$ cat src/rtl/lfsr_burst_ctrl.sv
// Burst sequencer for a serial LFSR: drives enable/clear, packs the bit stream
// MSB-first into WORD_W-bit words and delivers them over a valid/ready handshake.
module lfsr_burst_ctrl #(
    parameter int WORD_W = 8,
    parameter int LEN_W  = 8
) (
    input  logic              clk,
    input  logic              res,
    input  logic              start,
    input  logic [LEN_W-1:0]  len,
    input  logic              restart,
    output logic              busy,
    output logic              done,
    output logic              lfsr_enable,
    output logic              lfsr_clear,
    input  logic              lfsr_bit,
    output logic              word_valid,
    output logic [WORD_W-1:0] word_data,
    input  logic              word_ready
);

    localparam int CNT_W = $clog2(WORD_W + 1);

    typedef enum logic [1:0] {
        IDLE,
        CLEAR,
        RUN,
        DRAIN
    } state_t;

    state_t            state;
    logic [WORD_W-1:0] acc;
    logic [CNT_W-1:0]  bitcnt;
    logic [LEN_W-1:0]  remaining;

    logic              slot_free;
    logic              last_bit;
    logic              word_end;
    logic [WORD_W-1:0] acc_next;

    // The LFSR is held only when the next capture would need an output slot
    // that is still occupied; enable therefore follows word_ready combinationally.
    always_comb begin
        slot_free   = !word_valid || word_ready;
        last_bit    = (remaining == LEN_W'(1));
        word_end    = (bitcnt == CNT_W'(WORD_W - 1)) || last_bit;
        acc_next    = {acc[WORD_W-2:0], lfsr_bit};
        lfsr_enable = (state == RUN) && !(word_end && !slot_free);
    end

    always_ff @(posedge clk) begin
        if (res) begin
            state      <= IDLE;
            acc        <= '0;
            bitcnt     <= '0;
            remaining  <= '0;
            busy       <= 1'b0;
            done       <= 1'b0;
            lfsr_clear <= 1'b0;
            word_valid <= 1'b0;
            word_data  <= '0;
        end else begin
            done <= 1'b0;
            if (word_valid && word_ready) begin
                word_valid <= 1'b0;
            end

            case (state)
                IDLE: begin
                    if (start) begin
                        if (len != '0) begin
                            remaining <= len;
                            acc       <= '0;
                            bitcnt    <= '0;
                            busy      <= 1'b1;
                            if (restart) begin
                                state      <= CLEAR;
                                lfsr_clear <= 1'b1;
                            end else begin
                                state <= RUN;
                            end
                        end else begin
                            done <= 1'b1;
                        end
                    end
                end

                CLEAR: begin
                    lfsr_clear <= 1'b0;
                    state      <= RUN;
                end

                RUN: begin
                    if (lfsr_enable) begin
                        remaining <= remaining - LEN_W'(1);
                        if (word_end) begin
                            word_data  <= acc_next;
                            word_valid <= 1'b1;
                            acc        <= '0;
                            bitcnt     <= '0;
                        end else begin
                            acc    <= acc_next;
                            bitcnt <= bitcnt + CNT_W'(1);
                        end
                        if (last_bit) begin
                            state <= DRAIN;
                        end
                    end
                end

                DRAIN: begin
                    if (word_valid && word_ready) begin
                        state <= IDLE;
                        busy  <= 1'b0;
                        done  <= 1'b1;
                    end
                end

                default: state <= IDLE;
            endcase
        end
    end

endmodule

$ cat config.mk
export PLATFORM = sky130hd
export DESIGN_NAME = lfsr_burst_ctrl
export DESIGN_NICKNAME = d
export VERILOG_FILES = /design/src/rtl/lfsr_burst_ctrl.sv
export SDC_FILE = /design/constraint.sdc
export NUM_CORES = 1
export LEC_CHECK = 0
export CORE_UTILIZATION = 40
export CTS_CLUSTER_SIZE = 28
export DETAILED_ROUTE_END_ITERATION = 10
export GPL_TIMING_DRIVEN = 0
export HOLD_SLACK_MARGIN = 0.05
export PLACE_DENSITY = 0.62
export SLEW_MARGIN = 30
export SYNTH_ARGS = -nofsm -noshare
export SYNTH_HDL_FRONTEND = slang
export SYNTH_SLANG_ARGS = --single-unit
export TNS_END_PERCENT = 10
$ cat constraint.sdc
create_clock -name clk -period 5.7 [get_ports clk]
set_clock_uncertainty 0.15 [all_clocks]
set_input_delay 1.14 -clock clk [delete_from_list [all_inputs] [get_ports clk]]
set_output_delay 1.14 -clock clk [all_outputs]
set_load 0.05 [all_outputs]
==> out/results.txt, run 1 <==
The critical setup path kind was in -> out. The post-synthesis sequential element count is 33. For hold timing, the worst endpoint is acc[6]$_SDFFE_PP0P_.

Power spread over the standard cell area amounts to 418 nW/um^2. The die is 68.0 microns wide. After clock tree synthesis, the repair step resized 0 gates. In the final routed layout, each cell accounts on average for 12.7 microns. Entering global routing, the biggest net connects 12 pins. The logs give 17.8% for the total global routing track utilization and 0.798 for the last weighted congestion value of the routability-driven placer. For this run the aggregate overflow at the end of global routing stands at 0. The core area was 4090 sq um. In the synthesized netlist the dominant register cell turns out to be sky130_fd_sc_hd__dfxtp_1. TritonCTS built the clock tree. The run gives 0 as the final setup violation count.

The startpoint identified for the worst hold timing path is acc[6]$_SDFFE_PP0P_. The tools report the tightest hold margin as 0.303 ns. The critical path launch point type was an input pin.

The relative slew slack was 66.5%. The repair_antennas step left the layout with diodes totalling 0. Setup repair after global routing left no endpoint under its margin. The tools report the arrival time at the worst endpoint as 2.86 ns.

The startpoint identified for the worst register-to-register timing path is state[0]$_SDFFE_PP0P_. The run gives 0 as the max-cap check violation count. Of all nets on the critical path, the largest fanout is 6. The clock drives 33 sinks.

STA puts the critical path data required time at 4.41 ns. The number of cells on the worst reg-to-reg path is 9. Once detail routing completed, the nets flagged for antenna violations numbered 0.

The via count of the first global-routing pass is 1359, and the post-route core utilization is 52.4%. Yosys printed 0 warnings. For the cts-stage hold buffer count, the log shows 0.

Before antenna repair, the detailed router went through 4 iterations. Using the TritonRoute via totals, the vias-per-cell ratio works out to 5.25. The number of buffers inserted by port buffering was 25; the insertion delay to the later sink of the worst-skew pair was 0.28 ns.

The clock passes through at most 2 buffers. The die covers 4630 sq um. The logs give 37.9% for the sequential-to-total area share from yosys stat and 0.000760 uW for the leakage power. The distinct cell type count after synthesis was 39. The post-synth design cell area is 1740 sq um.

In this run the vertical extent of the chip is 68.0 microns. The logs give 81 for the initial detailed-routing violation count and 0 for the number of pins with negative max-slew slack in the final report. The final layout contains routed wiring with a total length of 3.73 mm.

The maximum clock rate is 241 MHz. The ratio of cells with drive above 1 in the final layout was 8.23%; the first-pass GRT wire length was 6.28 mm. Synthesized netlist net count: 232.

Yosys mapped a number of flops with a built-in enable equal to 0. The logs give 2.81 mm for the sum of net half-perimeters after detailed placement and 27 for the I/O pin total. The final total negative setup slack was 0 ns.

The post-CTS setup buffer count is 0, and the synthesized area divided by synthesized cell count is 8.31 sq um. Clock tree synthesis selected as its root buffer the cell sky130_fd_sc_hd__clkbuf_8. The worst path uses 72.8% of the clock period. The via count is 1539, and the hold violation total from the final report is 0.

The depth of the worst hold-timing path came out at 2. The endpoint of the worst-slack reg-to-reg timing path was remaining[6]$_SDFFE_PP0P_. For this configuration, the core starts out at a cell density of 42.7%.

Slew at the pin with the worst max-slew slack: 0.502 ns. The nature of the critical path endpoint was a primary output. The signed area change from the synthesized netlist to the final layout was 22.9%. For the CTS H-tree depth, the log shows 2. Initial antenna violation count: 0. The worst supply voltage drop on vdd came out at 0.221 mV. The run finished with clean final reports. Buffers inserted during clock tree synthesis total 5. The share of synthesized registers carrying an async set or reset is 0%.

The clock transition time at the flip-flop clock pins of the worst setup and hold paths was 0.07 ns. The path class of the tightest hold or removal check is reg -> reg. The remaining design rule violation count came out at 0. The reg2reg setup slack came out at 3.26 ns. For the cell row count, the log shows 23.

The tools report the gate count after technology mapping as 210. The clock period minus worst slack was 4.15 ns. The net count of the finished layout came out at 264.
-- sequential cells by signal (all words and copies together) (netlist names) --
signal,count
acc,7
busy,1
done,1
word_valid,1
bitcnt,4
lfsr_clear,1
remaining,8
word_data,8
state,2
-- synth_stat cells, drive strengths merged (5+ instances only) --
cell type / instances / area (sq um)
nand3: 11 / 55.1
a31oi: 9 / 56.3
nor2: 17 / 63.8
nor2b: 8 / 50.1
o21ai: 17 / 85.1
mux2i: 8 / 80.1
inv: 10 / 37.5
nand2: 16 / 60.1
clkbuf: 8 / 30.0
dfxtp: 33 / 661
buf: 5 / 41.3
a21oi: 25 / 125
ha: 8 / 100
-- critical path: stages --
cell	delay [ns]
sky130_fd_sc_hd__clkdlybuf4s50_1	0.47
sky130_fd_sc_hd__nand2b_1	0.24
sky130_fd_sc_hd__nor2_1	0.08
sky130_fd_sc_hd__nor2_1	0.11
sky130_fd_sc_hd__clkdlybuf4s50_1	0.82
-- placed cells by master (no fill, tap or decap), types with 5 or more instances in the layout --
cell type                         count
sky130_fd_sc_hd__dfxtp_1             33
sky130_fd_sc_hd__a21oi_1             25
sky130_fd_sc_hd__clkdlybuf4s50_1     25
sky130_fd_sc_hd__nor2_1              17
sky130_fd_sc_hd__o21ai_0             16
sky130_fd_sc_hd__nand2_1             16
sky130_fd_sc_hd__nand3_1             11
sky130_fd_sc_hd__inv_1               10
sky130_fd_sc_hd__a31oi_1              9
sky130_fd_sc_hd__clkbuf_1             8
sky130_fd_sc_hd__nor2b_1              8
sky130_fd_sc_hd__mux2i_1              8
sky130_fd_sc_hd__ha_1                 8
sky130_fd_sc_hd__clkbuf_8             5
-- through the flow --
| stage | std cells | area (sq um) | total power (uW) | setup WS (ns) |
|---|---|---|---|---|
| floorplan | 210 | 1740 | 623 | 2.36 |
| global placement | 285 | 2060 | 728 | 1.51 |
| detailed placement | 285 | 2060 | 727 | 1.55 |
| CTS | 293 | 2140 | 902 | 1.53 |
| global route | 293 | 2140 | 968 | 1.45 |
| finish | 293 | 2140 | 895 | 1.55 |
-- per-layer routing --
metal	wire (microns)	vias up	share of wire, %	track usage, %
met5	0	-	0	0
met4	33	0	0.89	4.69
met3	117	5	3.1	3.50
met2	1730	28	47	28.9
met1	1840	695	49	23.9
li1	-	811	-	-
-- power by group --
part | internal (uW) | switching [uW] | total, uW | leakage [uW]
clock network | 84.2 | 86.1 | 170 | 0.0000439
registers | 267 | 34.6 | 302 | 0.000268
logic | 165 | 258 | 423 | 0.000448
total | 516 | 379 | 895 | 0.000760
-- cell type report --
cell class                 count  area (sq um)
multi-input combinational    154           975
clock buffer                   5          68.8
timing repair buffer          25           250
buffer                        13          71.3
clock inverter                 3          17.5
fill                         416          1940
tap                           50          62.6
sequential                    33           661
inverter                      10          37.5
-- worst max path at each step --
stage                  end       start  slack [ns]
2_1_floorplan  lfsr_enable  word_ready        2.36
3_3_place_gp   lfsr_enable  word_ready        1.51
3_5_place_dp   lfsr_enable  word_ready        1.55
4_1_cts        lfsr_enable  word_ready        1.53
5_1_grt        lfsr_enable  word_ready        1.45
6_report       lfsr_enable  word_ready        1.55
-- cells by family (layout without fill, tap and decap cells) --
| group | after synthesis | after routing | synth area share, % |
|---|---|---|---|
| simple gates | 73 | 73 | 22.5 |
| buf+inv | 23 | 56 | 6.24 |
| flops | 33 | 33 | 37.9 |
| fa+ha+maj | 8 | 8 | 5.74 |
| compound gates | 65 | 65 | 23.1 |
| mux | 8 | 8 | 4.59 |
(Power assumes the default switching activity.)
==> run 2, diff against run 1 <==
--- a/config.mk
+++ b/config.mk
@@ -10,7 +10,7 @@
 export DETAILED_ROUTE_END_ITERATION = 10
 export GPL_TIMING_DRIVEN = 0
 export HOLD_SLACK_MARGIN = 0.05
-export PLACE_DENSITY = 0.62
+export PLACE_DENSITY = 0.65
 export SLEW_MARGIN = 30
 export SYNTH_ARGS = -nofsm -noshare
 export SYNTH_HDL_FRONTEND = slang
==> constraint.sdc (replaced) <==
create_clock -name clk -period 3.4 [get_ports clk]
set_clock_uncertainty 0.15 [all_clocks]
set_input_delay 0.68 -clock clk [delete_from_list [all_inputs] [get_ports clk]]
set_output_delay 0.68 -clock clk [all_outputs]
set_load 0.05 [all_outputs]
==> out/results.txt, run 2 (synthesis gave the netlist of run 1 again) <==
Among all stages on the critical path, the largest delay is contributed by sky130_fd_sc_hd__clkdlybuf4s50_1. The tools report the pin count of the biggest net entering global routing as 12. The count of nets left with antenna violations once routing finished came out at 0. The number of diodes added for antenna fixing is 0, and the via count of the first global-routing pass is 1371.

The ratio of cells with drive above 1 in the final layout came out at 8.23%. In this run the post-CTS setup repair buffer count came out at 0. The analysis attributes to cell leakage a power of 0.000760 uW. For this design, the CTS-stage hold fixing added 0 buffers. The tools report the remaining design rule violation count as 0. Leaving out fill and tap cells, the most frequent cells in the layout are sky130_fd_sc_hd__dfxtp_1, sky130_fd_sc_hd__a21oi_1, sky130_fd_sc_hd__clkdlybuf4s50_1.

The tools report the nature of the critical path endpoint as a primary output. Number of sinks on the clock net: 33. 27 I/O pins were placed.

The final setup slack of the worst path was 0.168 ns. With fillers left out, the area of the finished cells amounts to 2140 sq um. After clock tree synthesis, the repair step resized 0 gates. The max-cap check violation count was 0; the worst slack after detailed placement was 0.157 ns. After global routing the overflow that remains totals 0. For this configuration, the core starts out at a cell density of 42.7%. The largest registers in the layout are remaining: 8 flops, word_data: 8 flops, acc: 7 flops. At the later pin of the worst-skew pair, clock insertion delay measures 0.30 ns.

After detailed routing, the total wire length is 3.91 mm. After filler insertion, the fill cell instance count of the layout stands at 397. The path class of the lowest-slack min-delay path was reg -> reg. The critical setup path kind is in -> out. Using the TritonRoute via totals, the vias-per-cell ratio works out to 5.47. The congestion estimate from routability-driven global placement came to 0.802.

The share of total power dissipated in the clock network is 19.9%. Once detailed placement completed, the half-perimeter wirelength came to 2.85 mm. The core region is 4090 sq um. The first-pass GRT wire length is 6.46 mm, and the arrival time at the worst endpoint is 2.40 ns. The floorplan step defined a die boundary enclosing 4630 sq um. Setup repair after global routing left no endpoint under its margin. The share of total power dissipated in combinational logic is 46.9%. The final critical path takes up 95.1% of the cycle. From bottom edge to top edge, the die measures 68.0 microns. The detailed router placed 1602 vias in this run. The fraction of power spent switching nets was 43.2%. For the pin with the worst max-slew slack, the measured transition is 0.524 ns. The number of pins with negative max-slew slack in the final report came out at 0. The routed wire length per instance works out to 13.3 microns. For the final setup violation count, the log shows 0. TritonCTS built the clock tree. The tools report the worst supply voltage drop on vdd as 0.424 mV.

In this run the power density over the cells is 711 nW/um^2. Cell internal power was estimated by the tool at 866 uW. The relative slew slack was 65.1%.

The run gives 19.0% as the total global routing track utilization. From left edge to right edge, the die measures 68.0 microns. Clock tree synthesis selected as its root buffer the cell sky130_fd_sc_hd__clkbuf_8.

STA puts the critical path data required time at 2.57 ns. The hold violation total from the final report was 0. The run finished with clean final reports. After the last flow step, the layout net total stands at 264. The run gives 658 uW as the switching power. The total power of the final layout was 1520 uW; the biggest fanout along the worst timing path was 6. Counting along the longest clock path gives a buffer depth of 2.

The tools report the final total negative setup slack as 0 ns. For this run, the detailed router's first-pass iteration total came to 4. Subtracting the final worst setup slack from the clock period gives 3.23 ns. Walking the worst path, the cells encountered are clkdlybuf4s50_1 -> nand2b_1 -> nor2_1 -> nor2_1 -> clkdlybuf4s50_1.

The delay of the slowest cell on the worst path works out to 0.81 ns. The number of buffers inserted during clock tree synthesis is 5. The number of buffers inserted by port buffering is 25, and the initial antenna violation count is 0.

After clock tree synthesis, the clock-pin slew on the worst setup and hold paths is 0.07 ns. Based on the critical path, the design can be clocked at up to 309 MHz. Critical path launch point type: an input pin. The H-tree was split into 2 levels. The most frequent standard cell in the layout excluding fill and tap cells was sky130_fd_sc_hd__dfxtp_1.

Registers are responsible for 33.2% of the overall power. The area growth from synthesis to layout is 22.9%. In this run the cell area measured after placement is 2060 sq um. The floorplan has 23 rows.

For this block, the initial DRC count from the detailed router was 78.
==> run 2: area by class of cell <==
type | count | area (sq um) | share of cell area (%)
Clock buffer | 5 | 68.8 | 3.21
Timing Repair Buffer | 25 | 250 | 11.7
Sequential cell | 33 | 661 | 30.8
Inverter | 10 | 37.5 | 1.75
Tap cell | 50 | 62.6 | 2.92
Buffer | 13 | 71.3 | 3.33
Clock inverter | 3 | 17.5 | 0.817
Multi-Input combinational cell | 154 | 975 | 45.5
==> run 2: power groups by stage <==
stage / registers (uW) / clock network (uW) / logic [uW]
floorplan: 543 / 0 / 502
global placement: 513 / 0 / 706
detailed placement: 514 / 0 / 711
CTS: 504 / 310 / 714
global route: 516 / 327 / 793
finish: 505 / 304 / 715
==> run 2: final timing paths <==
check | slack [ns] | startpoint | depth (start not counted) | to
max | 0.17 | word_ready | 5 | lfsr_enable
min reg2reg | 0.31 | acc[6]$_SDFFE_PP0P_ | 2 | acc[6]$_SDFFE_PP0P_
min | 0.31 | acc[6]$_SDFFE_PP0P_ | 2 | acc[6]$_SDFFE_PP0P_
max reg2reg | 0.94 | state[0]$_SDFFE_PP0P_ | 9 | acc[6]$_SDFFE_PP0P_
==> run 2: critical path, delay by kind of cell <==
kind | cells | cell delay, ns
buffers and inverters | 2 | 1.27
AND/OR/NAND/NOR | 3 | 0.44
==> run 2: metal layers <==
layer	track usage [%]	vias up	part of all wire, %
met3	5.00	6	3.4
met5	0	-	0
met1	24.5	747	49
li1	-	816	-
met2	29.9	33	46
met4	7.03	0	1.5
==> run 2: per-stage QoR <==
step / utilization (%) / hold slack [ns] / std cells
2_1_floorplan: - / 0.282 / 210
3_3_place_gp: 50.3 / 0.297 / 285
3_5_place_dp: 50.3 / 0.302 / 285
4_1_cts: 52.4 / 0.314 / 293
5_1_grt: 52.4 / 0.344 / 293
6_report: 52.4 / 0.315 / 293
==> run 3, diff against run 2 <==
--- a/config.mk
+++ b/config.mk
@@ -5,12 +5,12 @@
 export SDC_FILE = /design/constraint.sdc
 export NUM_CORES = 1
 export LEC_CHECK = 0
-export CORE_UTILIZATION = 40
+export CORE_UTILIZATION = 45
 export CTS_CLUSTER_SIZE = 28
 export DETAILED_ROUTE_END_ITERATION = 10
 export GPL_TIMING_DRIVEN = 0
 export HOLD_SLACK_MARGIN = 0.05
-export PLACE_DENSITY = 0.65
+export PLACE_DENSITY = 0.71
 export SLEW_MARGIN = 30
 export SYNTH_ARGS = -nofsm -noshare
 export SYNTH_HDL_FRONTEND = slang
==> out/results.txt, run 3 (synthesis gave the netlist of run 1 again) <==
The flow ran to the end, and the final reports show no timing, DRC or antenna violations. Detailed-router iteration count before antenna repair: 4. The wire-length estimate of the detail-placed layout is 2.74 mm.

The height of the die was 64.3 microns. The met3 wire length is 161 microns, and the initial detailed-routing violation count is 84. In the final timing run, aggregate negative setup slack is 0 ns. After clock tree synthesis, the clock-pin slew on the worst setup and hold paths is 0.07 ns.

In this run the number of cells on the critical path is 5. The run gives 0.28 ns as the insertion delay to the later sink of the worst-skew pair. The worst setup path is captured at a primary output. Among cell families on the critical path, the largest total delay comes from buffers and inverters. The total power of the final layout was 1500 uW; the leakage power was 0.000761 uW.

The tightest min-delay check is of the reg -> reg type. Compared with the post-synthesis result, the final layout area differs by 22.5%. The tree built by TritonCTS fans out to 33 sinks. For this block, the via count after detailed routing is 1587. For the remaining number of nets flagged by the antenna check after routing, the log shows 0. The startpoint identified for the worst register-to-register timing path is state[0]$_SDFFE_PP0P_. The net count of the finished layout is 264.

Data on the critical path arrives at its endpoint at 2.42 ns. The worst pin sits at a relative slew slack of 67.0%. The hold violation total from the final report was 0; the number of diodes added for antenna fixing was 0. Across all register-to-register paths, the minimum setup slack is 0.99 ns. Cells fill 57.9% of the core in the end.

Final wirelength: 3.69 mm. The library cell used most frequently in the layout, excluding fill and tap cells, is sky130_fd_sc_hd__dfxtp_1. The number of setup buffers added after CTS is 0. For this run, the top clock speed supported by timing is 308 MHz. TritonCTS built the clock tree. The worst register-to-register path has a depth of 9.

Top layer used by detailed routing: met4. Dividing the final minimum period by the clock period gives 95.6%. Biggest fanout along the worst timing path: 6. Traced cell by cell, the critical path runs through clkdlybuf4s50_1 -> nand2b_1 -> nor2_1 -> nor2_1 -> clkdlybuf4s50_1. Entering global routing, the biggest net connects 11 pins. During placement, the flow inserted port buffers numbering 25. The tightest hold margin came out at 0.304 ns.

The ratio of cells with drive above 1 in the final layout is 7.82%. The via count normalized by instance count is 5.45. Setup repair after global routing left no endpoint under its margin. Initial antenna violation count: 0. Measured along the x axis, the die boundary spans 64.3 microns.

Power spread over the standard cell area amounts to 700 nW/um^2. In this run the count of I/O pins placed on the die edge is 27. The length of routed met2 wiring is 1.68 mm. Row generation in the floorplan step produced 22 rows.

The depth of the worst hold-timing path works out to 2. The remaining design rule violation count is 0. The number of pins with negative max-slew slack in the final report came out at 0.

The run gives 6.24 mm as the first-pass GRT wire length. Endpoint of the worst-slack reg-to-reg timing path: bitcnt[0]$_SDFFE_PP0P_. Across all setup checks in the final design, the least slack found is 0.150 ns. The final setup violation count was 0. End of the worst hold path: acc[6]$_SDFFE_PP0P_. OpenSTA, run right after detailed placement, puts the worst setup slack at 0.144 ns. The number of gates given a new drive strength after cts came out at 0. The worst setup path is of the in -> out kind. In the final layout, the registers with the most flip-flops are remaining: 8 flops, word_data: 8 flops, acc: 7 flops. The via count of the first global-routing pass is 1312. The core region is 3690 sq um.

The tools report the total global routing track utilization as 19.5%. At the pin with the least slew margin, the transition time is 0.494 ns. The run gives 0 as the cts-stage hold buffer count. Start point of the worst min-delay path: acc[6]$_SDFFE_PP0P_.

The tools report the number of buffers inserted during clock tree synthesis as 5. The clock tree synthesis step divided the H-tree into 2 levels. The detailed-routing wirelength on met1 is 1.80 mm, and the delay of the slowest cell on the worst path is 0.81 ns. Critical-path cell with the highest stage delay: sky130_fd_sc_hd__clkdlybuf4s50_1. At the worst endpoint, the required time is 2.57 ns.

At the end of routability-driven placement, the weighted congestion stood at 0.844. The clock root buffer was sky130_fd_sc_hd__clkbuf_8. The tool flagged a number of max-cap violations equal to 0. The die covers 4130 sq um.

Summed over all layers, the global routing overflow is 0. The worst-case IR drop observed on VDD is 0.336 mV. The clock period minus worst slack is 3.25 ns.

Once the floorplan was initialized, standard cells occupied 47.3% of the core. The number of buffers and inverters on the critical path is 2. After detailed routing, the average wire length per cell comes to 12.7 microns.

Counting along the longest clock path gives a buffer depth of 2. In the layout the commonest cells are sky130_fd_sc_hd__dfxtp_1, sky130_fd_sc_hd__a21oi_1, sky130_fd_sc_hd__clkdlybuf4s50_1. STA classifies the critical path startpoint as an input pin.
==> run 3: tightest hold or removal path, delay by kind of cell, from the launching register on <==
family	cells	cell delay, ns
flops	1	0.31
simple gates	1	0.05
compound gates	1	0.05
==> run 3: worst max path at each step <==
stage                           from          end  slack (ns)
after CTS                 word_ready  lfsr_enable        0.14
final                     word_ready  lfsr_enable        0.15
after global routing      word_ready  lfsr_enable        0.06
after global placement    word_ready  lfsr_enable        0.15
after detailed placement  word_ready  lfsr_enable        0.14
after floorplan           word_ready  lfsr_enable        0.98
==> run 3: area by class of cell <==
cell class	instances	area, sq um
plain buffers	13	71.3
clock buffers	6	72.6
clock inverters	2	10.0
fillers	371	1550
inverters	10	37.5
multi-input cells	154	975
flip-flops and latches	33	661
well taps	48	60.1
repair buffers	25	250
==> run 3: metal layers <==
layer | up-vias | GRT usage, %
met5 | - | 0
met4 | 0 | 4.17
met3 | 7 | 4.82
met2 | 33 | 30.0
met1 | 728 | 27.4
li1 | 819 | -
==> run 3: metrics by stage <==
stage	instance area (sq um)	cells
after global routing	2140	291
after CTS	2140	291
after global placement	2050	283
after detailed placement	2050	283
after floorplan	1740	210
final	2140	291
==> run 3: power breakdown <==
| part | total [uW] | internal [uW] | switching, uW |
|---|---|---|---|
| sequential | 507 | 448 | 58.9 |
| clock | 284 | 142 | 142 |
| combinational | 705 | 276 | 429 |
